**src/rtl/otter_cu_fsm.sv**
```systemverilog
// OTTER multicycle control FSM: fetch / exec / load writeback / interrupt entry.
// Drives the write strobes and keeps the retired-instruction count for the CSR unit.
module otter_cu_fsm #(
  parameter int INSTRET_W = 32
) (
  input  logic                 CU_CLK,
  input  logic                 CU_RESET,
  input  logic [6:0]           CU_OPCODE,
  input  logic [2:0]           CU_FUNC3,
  input  logic                 CU_INT,
  input  logic                 CU_MIE,
  output logic                 CU_PCWRITE,
  output logic                 CU_REGWRITE,
  output logic                 CU_MEMWRITE,
  output logic                 CU_MEMREAD1,
  output logic                 CU_MEMREAD2,
  output logic                 CU_intTaken,
  output logic                 CU_csrWrite,
  output logic                 CU_MRET,
  output logic [1:0]           CU_STATE,
  output logic [INSTRET_W-1:0] CU_INSTRET
);

  typedef enum logic [1:0] {
    ST_FETCH = 2'd0,
    ST_EXEC  = 2'd1,
    ST_WB    = 2'd2,
    ST_INTR  = 2'd3
  } state_t;

  localparam logic [6:0] OP_LUI    = 7'b0110111;
  localparam logic [6:0] OP_AUIPC  = 7'b0010111;
  localparam logic [6:0] OP_JAL    = 7'b1101111;
  localparam logic [6:0] OP_JALR   = 7'b1100111;
  localparam logic [6:0] OP_OP     = 7'b0110011;
  localparam logic [6:0] OP_IMM    = 7'b0010011;
  localparam logic [6:0] OP_SYSTEM = 7'b1110011;
  localparam logic [6:0] OP_STORE  = 7'b0100011;
  localparam logic [6:0] OP_LOAD   = 7'b0000011;

  localparam logic [INSTRET_W-1:0] ONE = {{(INSTRET_W-1){1'b0}}, 1'b1};

  state_t               r_state;
  state_t               w_next;
  logic [INSTRET_W-1:0] r_instret;
  logic                 w_is_load;
  logic                 w_sys_csr;
  logic                 w_sys_mret;
  logic                 w_irq;
  logic                 w_retire;

  assign w_is_load  = (CU_OPCODE == OP_LOAD);
  assign w_sys_mret = (CU_OPCODE == OP_SYSTEM) && (CU_FUNC3 == 3'b000);
  assign w_sys_csr  = (CU_OPCODE == OP_SYSTEM) &&
                      (CU_FUNC3 != 3'b000) && (CU_FUNC3 != 3'b100);
  assign w_irq      = CU_INT && CU_MIE;

  // A reset cycle never retires the instruction it interrupts.
  assign w_retire = !CU_RESET &&
                    (((r_state == ST_EXEC) && !w_is_load) ||
                     (r_state == ST_WB));

  always_ff @(posedge CU_CLK) begin
    if (CU_RESET) begin
      r_state   <= ST_FETCH;
      r_instret <= '0;
    end else begin
      r_state <= w_next;
      if (w_retire)
        r_instret <= r_instret + ONE;
    end
  end

  always_comb begin
    w_next = ST_FETCH;
    unique case (r_state)
      ST_FETCH: w_next = ST_EXEC;
      ST_EXEC: begin
        if (w_is_load)  w_next = ST_WB;
        else if (w_irq) w_next = ST_INTR;
        else            w_next = ST_FETCH;
      end
      ST_WB:   w_next = w_irq ? ST_INTR : ST_FETCH;
      ST_INTR: w_next = ST_FETCH;
    endcase
  end

  always_comb begin
    CU_PCWRITE  = 1'b0;
    CU_REGWRITE = 1'b0;
    CU_MEMWRITE = 1'b0;
    CU_MEMREAD1 = 1'b0;
    CU_MEMREAD2 = 1'b0;
    CU_intTaken = 1'b0;
    CU_csrWrite = 1'b0;
    CU_MRET     = 1'b0;
    if (!CU_RESET) begin
      unique case (r_state)
        ST_FETCH: CU_MEMREAD1 = 1'b1;
        ST_EXEC: begin
          CU_PCWRITE = 1'b1;
          case (CU_OPCODE)
            OP_LUI, OP_AUIPC, OP_JAL,
            OP_JALR, OP_OP, OP_IMM:
              CU_REGWRITE = 1'b1;
            OP_SYSTEM: begin
              CU_REGWRITE = w_sys_csr;
              CU_csrWrite = w_sys_csr;
              CU_MRET     = w_sys_mret;
            end
            OP_STORE: CU_MEMWRITE = 1'b1;
            OP_LOAD:  CU_MEMREAD2 = 1'b1;
            default:  ;
          endcase
        end
        ST_WB:   CU_REGWRITE = 1'b1;
        ST_INTR: begin
          CU_intTaken = 1'b1;
          CU_PCWRITE  = 1'b1;
        end
      endcase
    end
  end

  assign CU_STATE   = r_state;
  assign CU_INSTRET = r_instret;

endmodule

```
**config.mk**
```make
export PLATFORM = sky130hd
export DESIGN_NAME = otter_cu_fsm
export DESIGN_NICKNAME = d
export VERILOG_FILES = /design/src/rtl/otter_cu_fsm.sv
export SDC_FILE = /design/constraint.sdc
export NUM_CORES = 1
export LEC_CHECK = 0
export CELL_PAD_IN_SITES_DETAIL_PLACEMENT = 1
export CELL_PAD_IN_SITES_GLOBAL_PLACEMENT = 1
export CORE_MARGIN = 2
export CORE_UTILIZATION = 36
export DETAILED_ROUTE_END_ITERATION = 8
export PLACE_DENSITY_LB_ADDON = 0.1
export SLEW_MARGIN = 20
export SYNTH_ARGS = -nofsm -noshare
export SYNTH_HDL_FRONTEND = slang
export SYNTH_SLANG_ARGS = --single-unit
```
**constraint.sdc**
```tcl
create_clock -name CU_CLK -period 4.2 [get_ports CU_CLK]
set_input_delay 0.63 -clock CU_CLK [delete_from_list [all_inputs] [get_ports CU_CLK]]
set_output_delay 0.63 -clock CU_CLK [all_outputs]
set_load 0.02 [all_outputs]
```
# After elaboration in Yosys (flattened, before gate mapping)
# Index checks and enable logic that the tools add are counted.
[word_totals]
inputBits = 14
wordCells = 54
out_inout_bits = 42
regBits = 34
[classes]
eq_ne = 13
addsub = 1
n_mux = 24
reduce_logical = 14
[ops]
columns = ["cell", "n"]
rows = [
  ["$add A32 B1 Y32 const B", 1],
  ["$eq A7 B6 Y1 const B", 3],
  ["$eq A7 B7 Y1 const B", 3],
  ["$mux W1", 19],
  ["$eq A7 B5 Y1 const B", 2],
  ["$pmux W2 S4", 1],
  ["$eq A7 B2 Y1 const B", 1],
  ["$logic_and A1 B1 Y1", 6],
  ["$reduce_or A6 Y1", 1],
  ["$eq A2 B2 Y1 const B", 2],
  ["$mux W2", 2],
  ["$pmux W1 S2", 2],
  ["$logic_not A3 Y1", 1],
  ["$ne A3 B3 Y1 const B", 1],
  ["$reduce_bool A3 Y1", 1],
  ["$eq A2 B1 Y1 const B", 1],
  ["$logic_not A1 Y1", 2],
  ["$logic_not A2 Y1", 1],
  ["$reduce_or A2 Y1", 1],
  ["$logic_or A1 B1 Y1", 1],
]

# Depth between registers and ports, before layout
# Gate-level depths: netlist (run 1).
[logic_depth]
depth_word = 6
mapped_depth = 9
ltp_nobuf = 7

# Least setup slack after synthesis (run 1)
# Ideal clock, no wire load.
[synth_path]
kind = "input -> output"
startpoint = "in CU_RESET"
endpoint = "out CU_MRET"
path_buffers = 1
t_required_ns = 3.570
t_arrival_ns = 1.909
path_slack_ns = 1.661
path_stages = 4
path_cell_list = "clkbuf_1 -> nor4_1 -> nand4_1 -> nor4_1"
[synth_via]
elab_chain_len = 1
[synth_rtl]
columns = ["element", "line", "text"]
rows = [
  ["start: declaration", "7", "input logic CU_RESET,"],
  ["$mux W1", "97", "if (!CU_RESET) begin"],
  ["end: declaration", "19", "output logic CU_MRET,"],
]
# No other way between the ends.

# Worst setup path after layout (run 1)
[layout_path]
startpoint = "in CU_OPCODE[1]"
endpoint = "out CU_MRET"
[layout_via]
elab_chain_len = 5
[layout_rtl]
columns = ["element", "line", "text"]
rows = [
  ["start: declaration", "8", "input logic [6:0] CU_OPCODE,"],
  ["$eq A7 B7 Y1 *", "53, 102", ""],
  ["$logic_and A1 B1 Y1", "53", "assign w_sys_mret = (CU_OPCODE == OP_SYSTEM) && (CU_FUNC3 == 3'b000);"],
  ["$mux W1 *", "102", "case (CU_OPCODE)"],
  ["$mux W1 *", "98", "unique case (r_state)"],
  ["$mux W1 *", "97", ""],
]
# Mark *: on every way between the ends. The rest lies on a longest branch, timed or not.

==> results of run 1 <==
tightest hold or removal path, delay by kind of cell (launching register included):
| kind | cells | cell delay (ns) |
|---|---|---|
| and+or+nand+nor | 1 | 0.04 |
| DFF | 1 | 0.33 |
| xor gates and xnor gates | 1 | 0.15 |
routing by layer:
metal | vias up | global-route usage | part of all wire
li1 | 892 | - | -
met2 | 36 | 0.324 | 0.50
met5 | - | 0 | 0
met3 | 5 | 0.0357 | 0.036
met4 | 0 | 0.0468 | 0.0082
met1 | 838 | 0.234 | 0.46
cell usage in the layout, fill, tap and decap left out, types with 3 or more instances in the layout:
| cell type | count |
|---|---|
| and3_1 | 7 |
| nand2_1 | 11 |
| nor4_1 | 7 |
| clkdlybuf4s50_1 | 55 |
| mux2_2 | 3 |
| nor3_1 | 8 |
| a21oi_1 | 6 |
| and2_1 | 3 |
| xnor2_1 | 9 |
| xor2_1 | 15 |
| clkbuf_8 | 6 |
| inv_1 | 6 |
| nand4_1 | 19 |
| nor2_1 | 39 |
| nor2b_1 | 6 |
| ha_1 | 6 |
| dfxtp_1 | 34 |
| nand3_1 | 13 |
worst min path at each step:
stage	end	cells after the start	startpoint
after floorplan	CU_INSTRET[1]	2	CU_INSTRET[1]
after detailed placement	CU_INSTRET[1]	2	CU_INSTRET[1]
after global placement	CU_INSTRET[20]	2	CU_INSTRET[20]
final	CU_INSTRET[20]	2	CU_INSTRET[20]
after CTS	CU_INSTRET[20]	2	CU_INSTRET[20]
after global routing	CU_INSTRET[18]	2	CU_INSTRET[18]
layout make-up:
class / instances / area (µm²)
clock inverters: 1 / 5.00
inverters: 6 / 22.5
well taps: 70 / 87.6
flip-flops and latches: 34 / 681
clock buffers: 7 / 86.3
fillers: 631 / 2470
repair buffers: 56 / 558
multi-input cells: 175 / 1100
sequential cells by signal, indices dropped and copies added (netlist names):
register / cells
CU_STATE: 2
CU_INSTRET: 32
where the power goes:
group          internal [mW]  switching (mW)  leakage (nW)  total, mW
Clock                  0.132           0.119        0.0482      0.251
Combinational         0.0289          0.0363         0.574     0.0653
Sequential             0.325         0.00521         0.274      0.331
Total                  0.487           0.160         0.896      0.647
synth_stat cells (all sizes together) (5+ instances only):
| master | number | area, µm² |
|---|---|---|
| nor2 | 41 | 159 |
| nand4 | 20 | 131 |
| and3 | 7 | 43.8 |
| a21oi | 6 | 30.0 |
| nor2b | 6 | 37.5 |
| inv | 6 | 22.5 |
| xnor2 | 9 | 78.8 |
| clkbuf | 5 | 18.8 |
| nor4 | 8 | 56.3 |
| nor3 | 8 | 40.0 |
| dfxtp | 34 | 681 |
| xor2 | 15 | 131 |
| nand3 | 13 | 65.1 |
| ha | 6 | 75.1 |
| mux2 | 5 | 60.1 |
| nand2 | 11 | 41.3 |
kinds of logic after synthesis:
| kind of cell | Yosys count | share of synthesized area |
|---|---|---|
| buffers and inverters | 14 | 0.0300 |
| DFF | 34 | 0.370 |
| xor gates and xnor gates | 24 | 0.114 |
| adders and majority gates | 6 | 0.0408 |
| AOI/OAI and AO/OA | 12 | 0.0408 |
| muxes | 5 | 0.0327 |
| and+or+nand+nor | 128 | 0.371 |
through the flow:
step / util / cells / worst slack (ns) / hold WS (ns)
2_1_floorplan: - / 223 / 1.66 / 0.581
3_3_place_gp: 0.489 / 341 / 0.997 / 0.531
3_5_place_dp: 0.489 / 341 / 0.880 / 0.537
4_1_cts: 0.507 / 349 / 0.883 / 0.562
5_1_grt: 0.507 / 349 / 0.787 / 0.581
6_report: 0.507 / 349 / 0.925 / 0.558
==> key figures, run 1 <==
Global routing
  • Number of global-route vias before repair: 1769
  • Initial antenna violation count: 0
  • Largest net degree at the start of global routing: 44
  • Remaining Overflow, GRT: 0
  • First-pass GRT wire length: 8.15 mm
  • Tot GR Track Use: 0.185

Final layout
  • Number of nets in the layout: 298
  • Post-route cell area: 2540 µm²
  • Diode count: 0
  • Share of layout cells above drive strength 1: 0.0753
  • Area grow syn2layout: 38.3%

Placement
  • Placed cell areas: 2450 µm²
  • Port Buf Inserts: 55
  • DP Wirelength: 3.52 mm
  • Final Wtd Congestion: 0.807

Clock network
  • CTS H-tree lvls: 2
  • Clk_lat worst skew: 0.28 ns
  • Cts hold-fix bufs: 0
  • Longest Clk Path Bufs: 2
  • Clock-pin slew on the worst setup and hold paths: 0.07 ns
  • Sink Count: 34
  • Total CTS buffers: 5
  • Post-CTS setup buffer count: 0
  • Clock root buffer master: clkbuf_8
  • CTS tree: yes
  • Resized cells post-CTS: 0

Detailed routing
  • Vias: 1771
  • Routed WL per cell: 14.0 µm
  • Vias per inst: 5.07
  • DR iter-0 viols: 117
  • Pre-Repair DR Iteration Count: 4
  • Antenna-violating nets left: 0
  • Drt total wl: 4.88 mm
  • DRC violations left: 0

Timing
  • Fin Setup TNS: 0 ns
  • Worst slew margin: 0.471
  • Final hold viol count: 0
  • Fmax achieved: 305 MHz
  • Actual slew at the worst max-slew pin: 0.786 ns
  • Tmin final: 3.27 ns
  • Setup violations, final: 0
  • Layout Skew: 0.00849 ns
  • Slew Limit Fails: 0
  • Period utilization: 0.780
  • RSZ-0062 raised after global routing: false

Floorplan
  • # IOs: 56
  • Starting Density: 0.367
  • Die area: 5690 µm²
  • Die width: 75.5 µm
  • Row cnt: 26
  • Die Ht: 75.5 µm
  • Core box area: 5010 µm²

Critical path
  • Critical Path Stages: 6
  • Buf/Inv on CP: 2
  • Crit Path Class: input pin to output port
  • Worst Path Arrival: 2.64 ns
  • R2R Setup Slk: 1.67 ns
  • Critical Path Start: CU_OPCODE[1]
  • Crit. End Element: output port
  • Crit-path leading delay family: buffers and inverters
  • Reg2Reg Capture Point: CU_INSTRET[31]
  • Startpoint types: input pin
  • Max stage delay on crit path: 0.65 ns
  • WP data required: 3.57 ns
  • CP Max Fanout: 3
  • CP cell instances: clkdlybuf4s50_1, nand3_1, nor4_1, nand4_1, nor4_1, clkdlybuf4s50_1
  • CP endpoint: CU_MRET
  • Worst reg2reg startpoint: CU_STATE[0]
  • CP max-delay cell: clkdlybuf4s50_1
  • R2R cell count: 7

Status
  • Status: completed

Yosys
  • Top_reg_cell synth: dfxtp_1
  • Cell Area, Synth: 1840 µm²
  • Cells after synthesis: 223
  • Ys async rst share: 0
  • Number of synthesized flops with an enable pin: 0
  • Warnings from Yosys: 0
  • Post-synth cell types: 38
  • Yosys reg bits: 34
  • Post-synthesis net count: 243
  • Syn_area_per_cell: 8.24 µm²
  • Post-synthesis sequential area ratio: 0.370

Power
  • Final Power: 0.647 mW
  • PwrDens: 254 nW/µm²
  • Max VDD drop: 0.117 mV
  • LEAKAGE: 0.896 nW

Run
  • Max-cap violations: 0

Min path
  • HP Class: flip-flop to flip-flop
No activity file was read; power rests on OpenSTA's default activity.
==> run 2, diff against run 1 <==
--- a/config.mk
+++ b/config.mk
@@ -8,7 +8,7 @@
 export CELL_PAD_IN_SITES_DETAIL_PLACEMENT = 1
 export CELL_PAD_IN_SITES_GLOBAL_PLACEMENT = 1
 export CORE_MARGIN = 2
-export CORE_UTILIZATION = 36
+export CORE_UTILIZATION = 34
 export DETAILED_ROUTE_END_ITERATION = 8
 export PLACE_DENSITY_LB_ADDON = 0.1
 export SLEW_MARGIN = 20
==> constraint.sdc (replaced) <==
create_clock -name CU_CLK -period 3.2 [get_ports CU_CLK]
set_input_delay 0.48 -clock CU_CLK [delete_from_list [all_inputs] [get_ports CU_CLK]]
set_output_delay 0.48 -clock CU_CLK [all_outputs]
set_load 0.02 [all_outputs]
==> run 2 against run 1 <==
Compared with the run above:
- worst hold slack worse by 0.018 ns
- sequential share of layout area down 0.38 points
- global-route usage down 0.24 points
- non-clock buffer count up 2
- largest power group unchanged
- first-iteration DRC count down 64%
- wire length up 5.7%
- clock power up 56%
- flip-flop and latch count unchanged
- clock skew up 0.0031 ns
==> key figures, run 2 (synthesis gave the netlist of run 1 again) <==
Final layout
  • FILL cells: 614 (-2.7%)
  • Diode count: 0 (unchanged)
  • Area grow syn2layout: 40.3%
  • Number of nets in the layout: 300 (+0.67%)
  • Commonest non-fill, non-tap cell in the layout: clkdlybuf4s50_1
  • Max FFs per register: 32 (unchanged)
  • Commonest non-fill, non-tap cells in the layout: clkdlybuf4s50_1 (55), nor2_1 (39), dfxtp_1 (34)
  • Share of layout cells above drive strength 1: 0.0819 (+0.00658)
  • Multi-input gate area: 1110 µm² (+0.57%)
  • Layout Utilization: 0.499 (-0.00894)
  • Register Area: 681 µm² (unchanged)
  • Post-Layout Cell Count: 351 (+0.57%)

Power
  • Switch share: 0.234 (-0.0138)
  • PwrDens: 355 nW/µm² (+40%)
  • Clock power frac: 0.427 (+0.039)
  • LEAKAGE: 0.910 nW (+1.6%)
  • Internal: 0.701 mW (+44%)
  • Comb power frac: 0.099 (-0.002)
  • Seq pwr share: 0.473 (-0.038)
  • Psw: 0.214 mW (+34%)
  • Max VDD drop: 0.222 mV (+90%)

Timing
  • RSZ-0062 raised after global routing: false
  • Actual slew at the worst max-slew pin: 0.751 ns (-0.0342 ns)
  • Layout Skew: 0.0115 ns (+0.00305 ns)
  • Final Hold Slack: 0.539 ns (-0.0184 ns)
  • Worst slew margin: 0.494 (+0.0230)
  • Fin Setup TNS: 0 ns (unchanged)
  • Slew Limit Fails: 0 (unchanged)
  • Final hold viol count: 0 (unchanged)
  • Slack of the critical path: 0.293 ns (-0.633 ns)
  • Period utilization: 0.909
  • Setup violations, final: 0 (unchanged)
  • Fmax achieved: 344 MHz
  • Tmin final: 2.91 ns

Detailed routing
  • Routed WL per cell: 14.7 µm (+5.1%)
  • Drt total wl: 5.16 mm (+5.7%)
  • DR iter-0 viols: 42 (-64%)
  • Antenna-violating nets left: 0 (unchanged)
  • Vias: 1830 (+3.3%)
  • Pre-Repair DR Iteration Count: 4 (unchanged)
  • DRC violations left: 0 (unchanged)
  • Vias per inst: 5.21 (+2.7%)

Clock network
  • Resized cells post-CTS: 0 (unchanged)
  • CTS H-tree lvls: 2 (unchanged)
  • Clock root buffer master: clkbuf_8
  • Post-CTS setup buffer count: 0 (unchanged)
  • Clock-pin slew on the worst setup and hold paths: 0.06 ns (about the same)
  • Total CTS buffers: 5 (unchanged)
  • Sink Count: 34 (unchanged)
  • Longest Clk Path Bufs: 2 (unchanged)
  • Clk_lat worst skew: 0.29 ns (about the same)
  • CTS tree: yes
  • Cts hold-fix bufs: 0 (unchanged)

Floorplan
  • # IOs: 56 (unchanged)
  • Die area: 6010 µm² (+5.6%)
  • Die Ht: 77.5 µm (+2.7%)
  • Die width: 77.5 µm (+2.7%)
  • Core box area: 5170 µm² (+3.2%)
  • Row cnt: 26 (unchanged)
  • Starting Density: 0.355 (-0.0115)

Critical path
  • Critical Path Stages: 7 (+1)
  • Worst Path Arrival: 2.43 ns (-0.21 ns)
  • Crit-path leading delay family: simple AND/OR/NAND/NOR gates
  • WP data required: 2.72 ns (-0.85 ns)
  • Buf/Inv on CP: 2 (unchanged)
  • CP cell instances: inv_1, ha_1, nand3_1, nor4_2, nand4_1, nor4_1, clkdlybuf4s50_1
  • Startpoint types: flip-flop
  • Crit Path Class: flip-flop to output port
  • Crit. End Element: output port
  • Max stage delay on crit path: 0.66 ns (about the same)
  • R2R cell count: 8 (+1)
  • CP Max Fanout: 4 (+1)
  • CP max-delay cell: clkdlybuf4s50_1

Placement
  • Post-Place Cells: 343 (+0.59%)
  • Port Buf Inserts: 55 (unchanged)
  • Final Wtd Congestion: 0.768 (-4.8%)
  • DP Wirelength: 3.80 mm (+7.8%)
  • Place WS: 0.192 ns (-0.688 ns)

Global routing
  • First-pass GRT wire length: 9.00 mm (+11%)
  • Remaining Overflow, GRT: 0 (unchanged)
  • Largest net degree at the start of global routing: 44 (unchanged)
  • Initial antenna violation count: 0 (unchanged)
  • Number of global-route vias before repair: 1864 (+5.4%)
  • Tot GR Track Use: 0.183 (-0.00241)

Status
  • Status: completed

Min path
  • HP Class: flip-flop to flip-flop
  • Hold depth: 2 (unchanged)

Run
  • Max-cap violations: 0 (unchanged)
[run 2: cell types whose count changed in the layout (fill, tap and decap cells not counted)]
cell and delta:
clkinv_2 -1, clkbuf_1 +1, bufinv_16 +1, nor4_2 +1
nor4_1 -1, buf_4 +2, clkbuf_8 -1
[run 2: routing by layer]
metal  track usage  vias up  wire length (µm)
li1              -      899                 -
met4        0.0429        0                51
met3        0.0407        7               186
met5             0        -                 0
met1         0.237      891              2430
met2         0.310       33              2500
[run 2: worst paths after layout]
path / from / endpoint / slack, ns
worst max-delay path: CU_STATE[1] / CU_MRET / 0.29
worst min-delay path: CU_INSTRET[1] / CU_INSTRET[1] / 0.54
worst max register to register: CU_STATE[0] / CU_INSTRET[22] / 0.78
worst min register to register: CU_INSTRET[1] / CU_INSTRET[1] / 0.54
[run 2: area by class of cell]
class	instances	area share
sequential	34	0.264
clock inverter	1	0.0116
clock buffer	7	0.0296
tap	70	0.0340
multi-input combinational	175	0.430
timing repair buffer	58	0.222
inverter	6	0.00873
[run 2: power by group through the flow]
stage	logic [mW]	registers, mW	clock network [mW]
after floorplan	0.0404	0.447	0
after global placement	0.0901	0.443	0
after detailed placement	0.0910	0.443	0
after CTS	0.0912	0.433	0.402
after global routing	0.100	0.434	0.422
final	0.0908	0.433	0.391
[run 2: metrics by stage]
step,instance area [µm²],power (mW)
2_1_floorplan,1840,0.487
3_3_place_gp,2470,0.533
3_5_place_dp,2470,0.534
4_1_cts,2570,0.926
5_1_grt,2580,0.956
6_report,2580,0.915
[run 2: worst min-delay path, delay by kind of cell, from the launching register on]
kind | cells | cell delay [ns]
simple gates | 1 | 0.07
compound gates | 1 | 0.06
flops | 1 | 0.36
